[src/rtl/icache_axi_rd_bridge.sv]
// ---------------------------------------------------------------------------
// icache_axi_rd_bridge
//
// Purpose:
//   This bridge refills lines for the instruction cache over the AXI read
//   channels. It takes one line request at a time from the ICache miss port.
//   For each request it issues a single INCR burst of LINE_WORDS beats. The
//   returned beats are assembled into one line, and the line is handed back
//   to the cache with a one-cycle valid pulse.
//
// Ports:
//   clk, reset        clock and synchronous active-high reset
//   icache_rd_req     line refill request (held until accepted)
//   icache_rd_addr    line address; the line-offset bits are ignored
//   icache_rd_rdy     accept strobe (high only in IDLE, low during reset)
//   icache_ret_valid  one-cycle pulse; the assembled line is valid
//   icache_ret_data   assembled line register; word n at [32n+31:32n]
//   arid/araddr/arlen/arsize/arburst/arvalid/arready
//                     AXI read address channel (master side)
//   rid/rdata/rresp/rlast/rvalid/rready
//                     AXI read data channel (master side)
// ---------------------------------------------------------------------------
module icache_axi_rd_bridge #(
   parameter int         LINE_WORDS = 4,
   parameter int         DATA_WIDTH = 32,
   parameter logic [3:0] AXI_ID     = 4'd0
) (
   input  logic                             clk,
   input  logic                             reset,

   input  logic                             icache_rd_req,
   input  logic [31:0]                      icache_rd_addr,
   output logic                             icache_rd_rdy,
   output logic                             icache_ret_valid,
   output logic [LINE_WORDS*DATA_WIDTH-1:0] icache_ret_data,

   output logic [3:0]                       arid,
   output logic [31:0]                      araddr,
   output logic [7:0]                       arlen,
   output logic [2:0]                       arsize,
   output logic [1:0]                       arburst,
   output logic                             arvalid,
   input  logic                             arready,

   input  logic [3:0]                       rid,
   input  logic [DATA_WIDTH-1:0]            rdata,
   input  logic [1:0]                       rresp,
   input  logic                             rlast,
   input  logic                             rvalid,
   output logic                             rready
);

   localparam int LINE_W = LINE_WORDS * DATA_WIDTH;
   // Byte-offset bits inside one line. They are forced to zero on araddr.
   localparam int OFF_W  = $clog2(LINE_W / 8);
   localparam int CNT_W  = (LINE_WORDS > 1) ? $clog2(LINE_WORDS) : 1;

   typedef enum logic [1:0] {
      S_IDLE = 2'd0,
      S_AR   = 2'd1,
      S_R    = 2'd2,
      S_RET  = 2'd3
   } state_e;

   state_e             state_q, state_d;
   logic [31:0]        addr_q,  addr_d;
   logic [CNT_W-1:0]   cnt_q,   cnt_d;
   logic [LINE_W-1:0]  line_q,  line_d;

   // The bridge keeps only one burst outstanding, so it never needs rid.
   // It also ignores rresp and the line-offset address bits.
   logic unused_ok;
   assign unused_ok = ^{rid, rresp, icache_rd_addr[OFF_W-1:0]};

   // ------------------------------------------------------------------
   // Next-state and datapath update
   // ------------------------------------------------------------------
   always_comb begin
      state_d = state_q;
      addr_d  = addr_q;
      cnt_d   = cnt_q;
      line_d  = line_q;

      unique case (state_q)
         S_IDLE: begin
            if (icache_rd_req) begin
               addr_d  = {icache_rd_addr[31:OFF_W], {OFF_W{1'b0}}};
               cnt_d   = '0;
               line_d  = '0;
               state_d = S_AR;
            end
         end

         S_AR: begin
            if (arready) begin
               state_d = S_R;
            end
         end

         S_R: begin
            // Only rlast ends the burst. If rlast comes early, the words
            // not yet written stay zero. If it comes late, the counter wraps
            // (LINE_WORDS is a power of two) and writing restarts at word 0.
            if (rvalid) begin
               line_d[int'(cnt_q)*DATA_WIDTH +: DATA_WIDTH] = rdata;
               cnt_d = cnt_q + 1'b1;
               if (rlast) begin
                  state_d = S_RET;
               end
            end
         end

         S_RET: begin
            state_d = S_IDLE;
         end

         default: begin
            state_d = S_IDLE;
         end
      endcase
   end

   // ------------------------------------------------------------------
   // State and datapath registers
   // ------------------------------------------------------------------
   always_ff @(posedge clk) begin
      if (reset) begin
         state_q <= S_IDLE;
         addr_q  <= '0;
         cnt_q   <= '0;
         line_q  <= '0;
      end else begin
         state_q <= state_d;
         addr_q  <= addr_d;
         cnt_q   <= cnt_d;
         line_q  <= line_d;
      end
   end

   // ------------------------------------------------------------------
   // Outputs
   // ------------------------------------------------------------------
   // The state register is still in IDLE while reset is high, so the
   // accept strobe is gated with reset. This keeps a request from being
   // accepted during reset.
   assign icache_rd_rdy    = (state_q == S_IDLE) && !reset;
   assign icache_ret_valid = (state_q == S_RET);
   assign icache_ret_data  = line_q;

   assign arid    = AXI_ID;
   assign araddr  = addr_q;
   assign arlen   = 8'(LINE_WORDS - 1);
   assign arsize  = 3'($clog2(DATA_WIDTH / 8));
   assign arburst = 2'b01;
   assign arvalid = (state_q == S_AR);
   assign rready  = (state_q == S_R);

endmodule

[config.mk]
export PLATFORM = sky130hd
export DESIGN_NAME = icache_axi_rd_bridge
export DESIGN_NICKNAME = d
export VERILOG_FILES = /design/src/rtl/icache_axi_rd_bridge.sv
export SDC_FILE = /design/constraint.sdc
export NUM_CORES = 1
export LEC_CHECK = 0
export ABC_AREA = 1
export CORE_ASPECT_RATIO = 0.9
export CORE_MARGIN = 4
export CORE_UTILIZATION = 46
export DETAILED_ROUTE_END_ITERATION = 6
export HOLD_SLACK_MARGIN = 0.02
export PLACE_DENSITY_LB_ADDON = 0.2
export SKIP_LAST_GASP = 1
export SYNTH_ARGS = -nofsm -noshare
export SYNTH_HDL_FRONTEND = slang
export SYNTH_SLANG_ARGS = --single-unit
export TNS_END_PERCENT = 10
[constraint.sdc]
create_clock -name clk -period 2.1 [get_ports clk]
set_clock_uncertainty 0.05 [all_clocks]
set_input_delay 0.21 -clock clk [delete_from_list [all_inputs] [get_ports clk]]
set_output_delay 0.21 -clock clk [all_outputs]
set_load 0.005 [all_outputs]
# Word-level counts from Yosys, hierarchy flattened
# Index checks and enable logic that the tools add are counted.
[op_classes] n_addsub=2 mul=0 div=0 magnitude_cmp=0 n_eq_ne=7 n_shift=2 mux=12 bitwise_logic=0 reduce_logical=7
[ops] cell="$mux 128" count=2
[ops] cell="$pmux 128 s2" count=1
[ops] cell="$bwmux 128" count=1
[ops] cell="$shift 32x33->128 const A" count=1
[ops] cell="$shiftx 32x33->128" count=1
[ops] cell="$neg 7->33" count=1
[ops] cell="$mux 2" count=6
[ops] cell="$pmux 2 s4" count=1
[ops] cell="$ne 2x2->1 const B" count=3
[ops] cell="$eq 2x2->1 const B" count=2
[ops] cell="$pmux 2 s2" count=1
[ops] cell="$reduce_and 4->1" count=1
[ops] cell="$reduce_and 3->1" count=1
[ops] cell="$add 2x1->2 const B" count=1
[ops] cell="$eq 2x1->1 const B" count=1
[ops] cell="$logic_not 2->1" count=1
[ops] cell="$ne 2x1->1 const B" count=1
[ops] cell="$reduce_and 2->1" count=1
[ops] cell="$reduce_bool 2->1" count=1
[ops] cell="$logic_and 1x1->1" count=1
[ops] cell="$logic_not 1->1" count=1
[word_totals] regBits=160 latch_bits=0 mem_bits_rw=0 rom_bits=0 inputBits=76 output_inout_bits=181 word_cells=34 mem_count=0

# Depth between registers and ports, before layout
# Gate-level depths: netlist of run 1.
[depth] ltp_word=5 depth_mapped=12 mapped_depth_nobuf=8

# Worst setup path before layout of run 1
# No wires, ideal clock.
[synth_path] path_kind="register -> register" start="register cnt_q[0]" end="register line_q[21], in the netlist icache_ret_data[21]" setup_time_ps=64 arrival_time_ps=1867 required_ps=1986 path_slack_ps=120 path_stages_with_launch=12 n_path_buf=4 synth_period_minus_slack_ps=1980 cell_sequence="dfxtp_1 > buf_2 > buf_2 > inv_1 > ha_1 > nor2_1 > nand2_2 > buf_6 > buf_6 > nor2_1 > nor2_1 > nor2_1"
[synth_between] elab_chain_cells=5 word_cells_on_any_way=6 classes_between="add/sub (1); shift (2); mux (3)"
[synth_rtl] element="start, declared" line_no="67" source="logic [CNT_W-1:0] cnt_q, cnt_d;"
[synth_rtl] element="start signal, assigned" line_no="135" source="cnt_q <= cnt_d;"
[synth_rtl] element="$neg 7->33 *" line_no="105" source="line_d[int'(cnt_q)*DATA_WIDTH +: DATA_WIDTH] = rdata;"
[synth_rtl] element="$shiftx 32x33->128 / $shift 32x33->128 (equally long branches)" line_no="105"
[synth_rtl] element="$bwmux 128 *" line_no="105"
[synth_rtl] element="$mux 128 *" line_no="104" source="if (rvalid) begin"
[synth_rtl] element="$pmux 128 s2 *" line_no="84" source="unique case (state_q)"
[synth_rtl] element="end signal, assigned" line_no="136" source="line_q <= line_d;"
[synth_rtl] element="end, declared" line_no="68" source="logic [LINE_W-1:0] line_q, line_d;"
# Mark *: on every way between the ends. The rest lies on a longest branch, timed or not. The select of a mux whose other input is x is not followed.
# A chain may end at the register's enable or synchronous reset.

# Worst setup path in the final report of run 1
[layout_path] start="register state_q[0]" end="output icache_rd_rdy"
[layout_between] elab_chain_cells=2
[layout_rtl] element="start, declared" line_no="65" source="state_e state_q, state_d;"
[layout_rtl] element="start signal, assigned" line_no="133" source="state_q <= state_d;"
[layout_rtl] element="$logic_not 2->1" line_no="146" source="assign icache_rd_rdy = (state_q == S_IDLE) && !reset;"
[layout_rtl] element="$logic_and 1x1->1" line_no="146"
[layout_rtl] element="end, declared" line_no="33" source="output logic icache_rd_rdy,"
# No other way between the ends.

==> results of run 1 <==
placed cells by master (no fill, tap or decap), types with 4 or more instances in the layout:
cell             instances
nand3_1                 33
inv_6                    4
o21ai_0                 26
buf_12                  12
nand2_1                304
ha_1                     7
nor2_1                 435
bufinv_16                4
inv_1                  175
conb_1                  21
buf_4                    9
nand2_2                  5
clkbuf_16               17
clkinvlp_4               4
dfxtp_1                160
nor3_1                   7
clkdlybuf4s50_1        225
layer usage:
| layer | wire length, um | track usage | share of wire |
|---|---|---|---|
| met1 | 9620 | 0.286 | 0.44 |
| met4 | 321 | 0.0627 | 0.015 |
| met5 | 0 | 0 | 0 |
| met2 | 10500 | 0.378 | 0.48 |
| met3 | 1590 | 0.0658 | 0.072 |
power groups by stage:
stage               Sequential, uW  Clock [uW]  Combinational, uW
global route                  5170        3540              10700
detailed placement            5100           0               9330
CTS                           5050        3430               9430
floorplan                     5130           0               5260
global placement              5060           0               9190
finish                        5040        3380               9340
sequential cells by signal (all words and copies together) (netlist names):
| register | flops |
|---|---|
| cnt_q | 2 |
| state_q | 2 |
| icache_ret_data | 128 |
| araddr | 28 |
final timing paths:
check | from | to | slack, ps | depth (start not counted)
worst max-delay path | state_q[0] | icache_rd_rdy | 50 | 5
worst min-delay path | icache_rd_addr[14] | araddr[14] | 340 | 3
worst max register to register | cnt_q[0] | icache_ret_data[52] | 250 | 8
worst min register to register | araddr[14] | araddr[14] | 430 | 2
timing repair:
action	4_1_cts	5_1_grt
gates cloned	0	0
gates resized for setup	1	2
hold buffers	0	0
setup endpoints to repair	2	2
worst max-delay path: stages (launching register included):
cell and delay, ps:
dfxtp_1 340, inv_1 100, ha_2 240, inv_1 60, nor2_1 80, clkdlybuf4s50_1 540
logic make-up after synthesis:
group                      Yosys count  share of synthesized area
and+or+nand+nor                    792                      0.401
other                                2                   0.000969
buffers and inverters              268                      0.149
DFF                                160                      0.413
AOI/OAI and AO/OA                   32                     0.0207
adders and majority gates            9                     0.0145
area by class of cell:
class                   count  area (um^2)
fillers                  1502         5540
multi-input cells         854         3470
flip-flops and latches    160         3200
repair buffers            246         2560
inverters                 180          681
clock buffers              18          439
well taps                 207          259
clock inverters            14          203
through the flow:
| step | hold WS [ps] | std cells | instance area (um^2) | setup TNS (ps) | setup slack (ps) |
|---|---|---|---|---|---|
| final | 339 | 1679 | 10800 | 0 | 45.7 |
| after global routing | 368 | 1679 | 10800 | -5.90 | -5.90 |
| after CTS | 325 | 1679 | 10800 | -29.5 | -29.5 |
| after detailed placement | 421 | 1647 | 10200 | 0 | 200 |
| after global placement | 412 | 1647 | 10200 | 0 | 287 |
| after floorplan | 229 | 1282 | 7820 | 0 | 120 |
==> summary.txt, run 1 <==
Hold path
  • Hold Crit Class: input port to register

Power
  • Leakage: 0.00503 uW
  • Final Total Pwr: 17800 uW
  • Power share of the clock group: 0.190
  • Sw Share: 0.392
  • Comb pwr share: 0.526
  • Worst VDD drop: approximately 840 uV
  • Switching pwr: 6960 uW
  • Power Density: around 1600 nW/um^2
  • Power Internal: 10800 uW
  • Sequential power share: 0.284

Die
  • Io pins: 257
  • FP Rows: between 40 and 50
  • Die width: 145 um
  • Die area: 19000 um^2
  • Initial Utilization: 0.474
  • Chip Height: 131 um
  • Core area: 16400 um^2

STA
  • Hold Fails Final Rpt: 0
  • Final-report setup violation count: 0
  • Final critical-path required period: 2050 ps
  • RSZ-0062 raised after global routing: true
  • Crit share post-route: 0.978
  • Fmax: 487 MHz
  • Pins over their slew limit: 0

Job
  • Max-Cap Viols: 0

Clock network
  • Clk pin slew, worst setup/hold paths: 70 ps
  • Num CTS Buffers: 17
  • Setup Buffers After CTS: 0
  • H-Tree Depth: 4
  • Root buffer selected by CTS: clkbuf_16
  • CTS tree: done
  • Worst-Skew Late Latency: 430 ps
  • Longest Clk Path Bufs: 2
  • CTS Sinks: 160

Place
  • Count of buffers from port buffering: around 230
  • Final GP Congestion: approximately 0.84
  • Post-DP HPWL: 15.6 mm

Detailed routing
  • DR vias/cell: about 4.5
  • Final WL: 22.0 mm
  • DRC: 0
  • Routed wire per std cell: 13.1 um
  • Drt pass-1 iters: 5
  • DR iter-0 viols: around 470
  • Antenna Nets Post-Route: 0
  • Routed vias: 7478

Yosys
  • EDFF count, synth: 0
  • Library cells used by synthesis: 26
  • Post-synthesis sequential area ratio: 0.413
  • Ys Warns: 0
  • Ys flop type: dfxtp_1
  • Post-Syn Area: 7750 um^2
  • FFs w/ async S/R, synth: 0
  • Yosys top cell by area: dfxtp_1
  • Synth Register Bits: 160
  • Post-Synthesis Cells: 1263
  • Synth top area share: 0.413
  • Synth top cells by count: nor2_1 (436), nand2_1 (304), inv_1 (176)
  • Area contributors post-synth: dfxtp_1 (41%), nor2_1 (21%), nand2_1 (15%)
  • Syn_area_per_cell: 6.14 um^2
  • Most common cell in the netlist: nor2_1

Critical path
  • CP endpoint kind: output pin
  • Startpoint Class: register
  • Critical Path RT: 1840 ps
  • Critical path class: register to output pin
  • Worst EP arrival: 1790 ps
  • Critical Path Fanout Max: 4

Finish
  • Share of cells above drive strength 1: 0.0482
  • Diode count: 0
  • Layout Nets: about 1500
  • Area Growth Syn to Fin: 39.5%
  • Final Util: 0.661

Global route
  • Initial antenna violation count: 0
  • Number of global-route vias before repair: 6784
  • Grt total ovfl: 0
  • First-pass GRT wire length: 34.6 mm
  • Total track usage: 0.227
  • Largest net degree at the start of global routing: 65

Status
  • Status: finished, final reports clean
No activity file was read; power rests on OpenSTA's default activity.
==> run 2, diff against run 1 <==
Settings changed: PLACE_DENSITY set to 0.8, PLACE_DENSITY_LB_ADDON 0.2 to not set.
==> run 2 against run 1 <==
Compared with the run above: worst setup slack better by 26 ps; clock-buffer cell count up 2; highest routed layer unchanged; global-route usage up 1.1 points; total power up 1.2%; fmax up 1.3%; largest power group unchanged; die area unchanged; final cell count unchanged; non-clock buffer count unchanged; routed wire length up 3.3%; final area down 0.14%; via count up 3.5%; sequential power about the same.
==> summary.txt, run 2 (synthesis gave the netlist of run 1 again) <==
Status
  • Status: finished, final reports clean

Power
  • Final Total Pwr: around 18000 uW
  • Leakage: 0.00503 uW
  • Power Density: 1660 nW/um^2
  • Worst VDD drop: 882 uV

Finish
  • Area Growth Syn to Fin: 39.3%
  • Share of cells above drive strength 1: 0.0462
  • Fin cells: 1679
  • Max reg flops: 128
  • Layout Nets: 1544
  • Commonest non-fill, non-tap cells in the layout: nor2_1 (436), nand2_1 (304), clkdlybuf4s50_1 (225)
  • Diode count: 0
  • Leading cell type in the layout, fill and taps excluded: nor2_1

Detailed routing
  • Antenna Nets Post-Route: 0
  • Met3 routed WL: 2.07 mm
  • Drt pass-1 iters: 5
  • WL met2: about 11 mm
  • Final WL: about 23 mm
  • Routed wire per std cell: 13.5 um
  • DR vias/cell: 4.61
  • DRC: 0
  • Routed vias: between 7000 and 8000
  • Met1 WL: 9.43 mm
  • DR iter-0 viols: 534
  • DR top layer: met4

Clock network
  • Worst-Skew Late Latency: between 400 and 500 ps
  • CTS tree: done
  • Clk pin slew, worst setup/hold paths: about 60 ps
  • Setup Buffers After CTS: 0
  • Hold-fix buffers, CTS: 0
  • H-Tree Depth: 4
  • CTS Sinks: between 150 and 200
  • Num CTS Buffers: 17
  • Root buffer selected by CTS: clkbuf_16
  • Longest Clk Path Bufs: 2

STA
  • Fmax: 493 MHz
  • Worst-Margin Slew: 558 ps
  • RSZ-0062 raised after global routing: true
  • Hold Fails Final Rpt: 0
  • Final critical-path required period: 2030 ps
  • Slew headroom: 0.626
  • Crit share post-route: 0.966
  • Final-report setup violation count: 0
  • Pins over their slew limit: 0

Critical path
  • CP endpoint kind: output pin
  • Critical Path Fanout Max: 10
  • Worst EP arrival: ~1800 ps
  • Critical Path RT: 1840 ps
  • Critical path class: register to output pin
  • Startpoint Class: register

Die
  • Initial Utilization: 0.474
  • Die width: 145 um
  • Die area: 19000 um^2
  • Io pins: 257
  • Core area: approximately 16000 um^2
  • FP Rows: 44
  • Chip Height: 131 um

Global route
  • Number of global-route vias before repair: 7277
  • Total track usage: 0.238
  • Grt total ovfl: 0
  • First-pass GRT wire length: ~36 mm
  • Largest net degree at the start of global routing: 65
  • Initial antenna violation count: 0

Job
  • Max-Cap Viols: 0

Hold path
  • Hold Crit Class: input port to register

Place
  • Post-DP HPWL: about 16 mm
  • Final GP Congestion: 0.836
  • Cell total after placement: between 1500 and 2000
  • Count of buffers from port buffering: 225
==> run 2: final timing paths <==
check                           from                   to  slack (ps)  cells past startpoint
setup / recovery          state_q[0]               rready          70                      3
hold / removal    icache_rd_addr[16]           araddr[16]         340                      3
setup reg to reg            cnt_q[1]  icache_ret_data[31]         180                      8
hold reg to reg           araddr[16]           araddr[16]         430                      2
==> run 2: metal layers <==
layer  GRT usage  up-vias
li1            -     4002
met3      0.0945       45
met1       0.287     3444
met2       0.382      246
met5           0        -
met4      0.0845        0
==> run 2: repair_timing <==
action | CTS | global route
setup endpoints to repair | 1 | 2
endpoints found under the hold margin | 0 | 0
cloned | 0 | 0
gates resized for setup | 1 | 1
==> run 2: worst max-delay path: stages, from the launching register on <==
cell	delay [ps]
dfxtp_1	350
inv_1	100
ha_2	320
clkdlybuf4s50_1	580
==> run 2: final cells by class <==
class,count,area [um^2]
well taps,207,259
multi-input cells,854,3470
fillers,1458,5550
repair buffers,246,2530
clock buffers,20,447
inverters,180,681
clock inverters,12,208
flip-flops and latches,160,3200
==> run 2: report_power, final <==
| group | internal (uW) | switching, uW | total (uW) |
|---|---|---|---|
| clock network | 2150 | 1280 | 3440 |
| registers | 4350 | 675 | 5030 |
| logic | 4450 | 5050 | 9500 |
| total | 11000 | 7000 | 18000 |
==> run 2: metrics by stage <==
step | cell area, um^2 | utilization | hold WS, ps | TNS [ps] | setup WS (ps)
floorplan | 7820 | - | 229 | 0 | 120
global placement | 10100 | 0.620 | 412 | 0 | 225
detailed placement | 10100 | 0.620 | 421 | 0 | 135
CTS | 10800 | 0.660 | 330 | 0 | 11.9
global route | 10800 | 0.660 | 340 | -42.1 | -38.3
finish | 10800 | 0.660 | 345 | 0 | 71.6
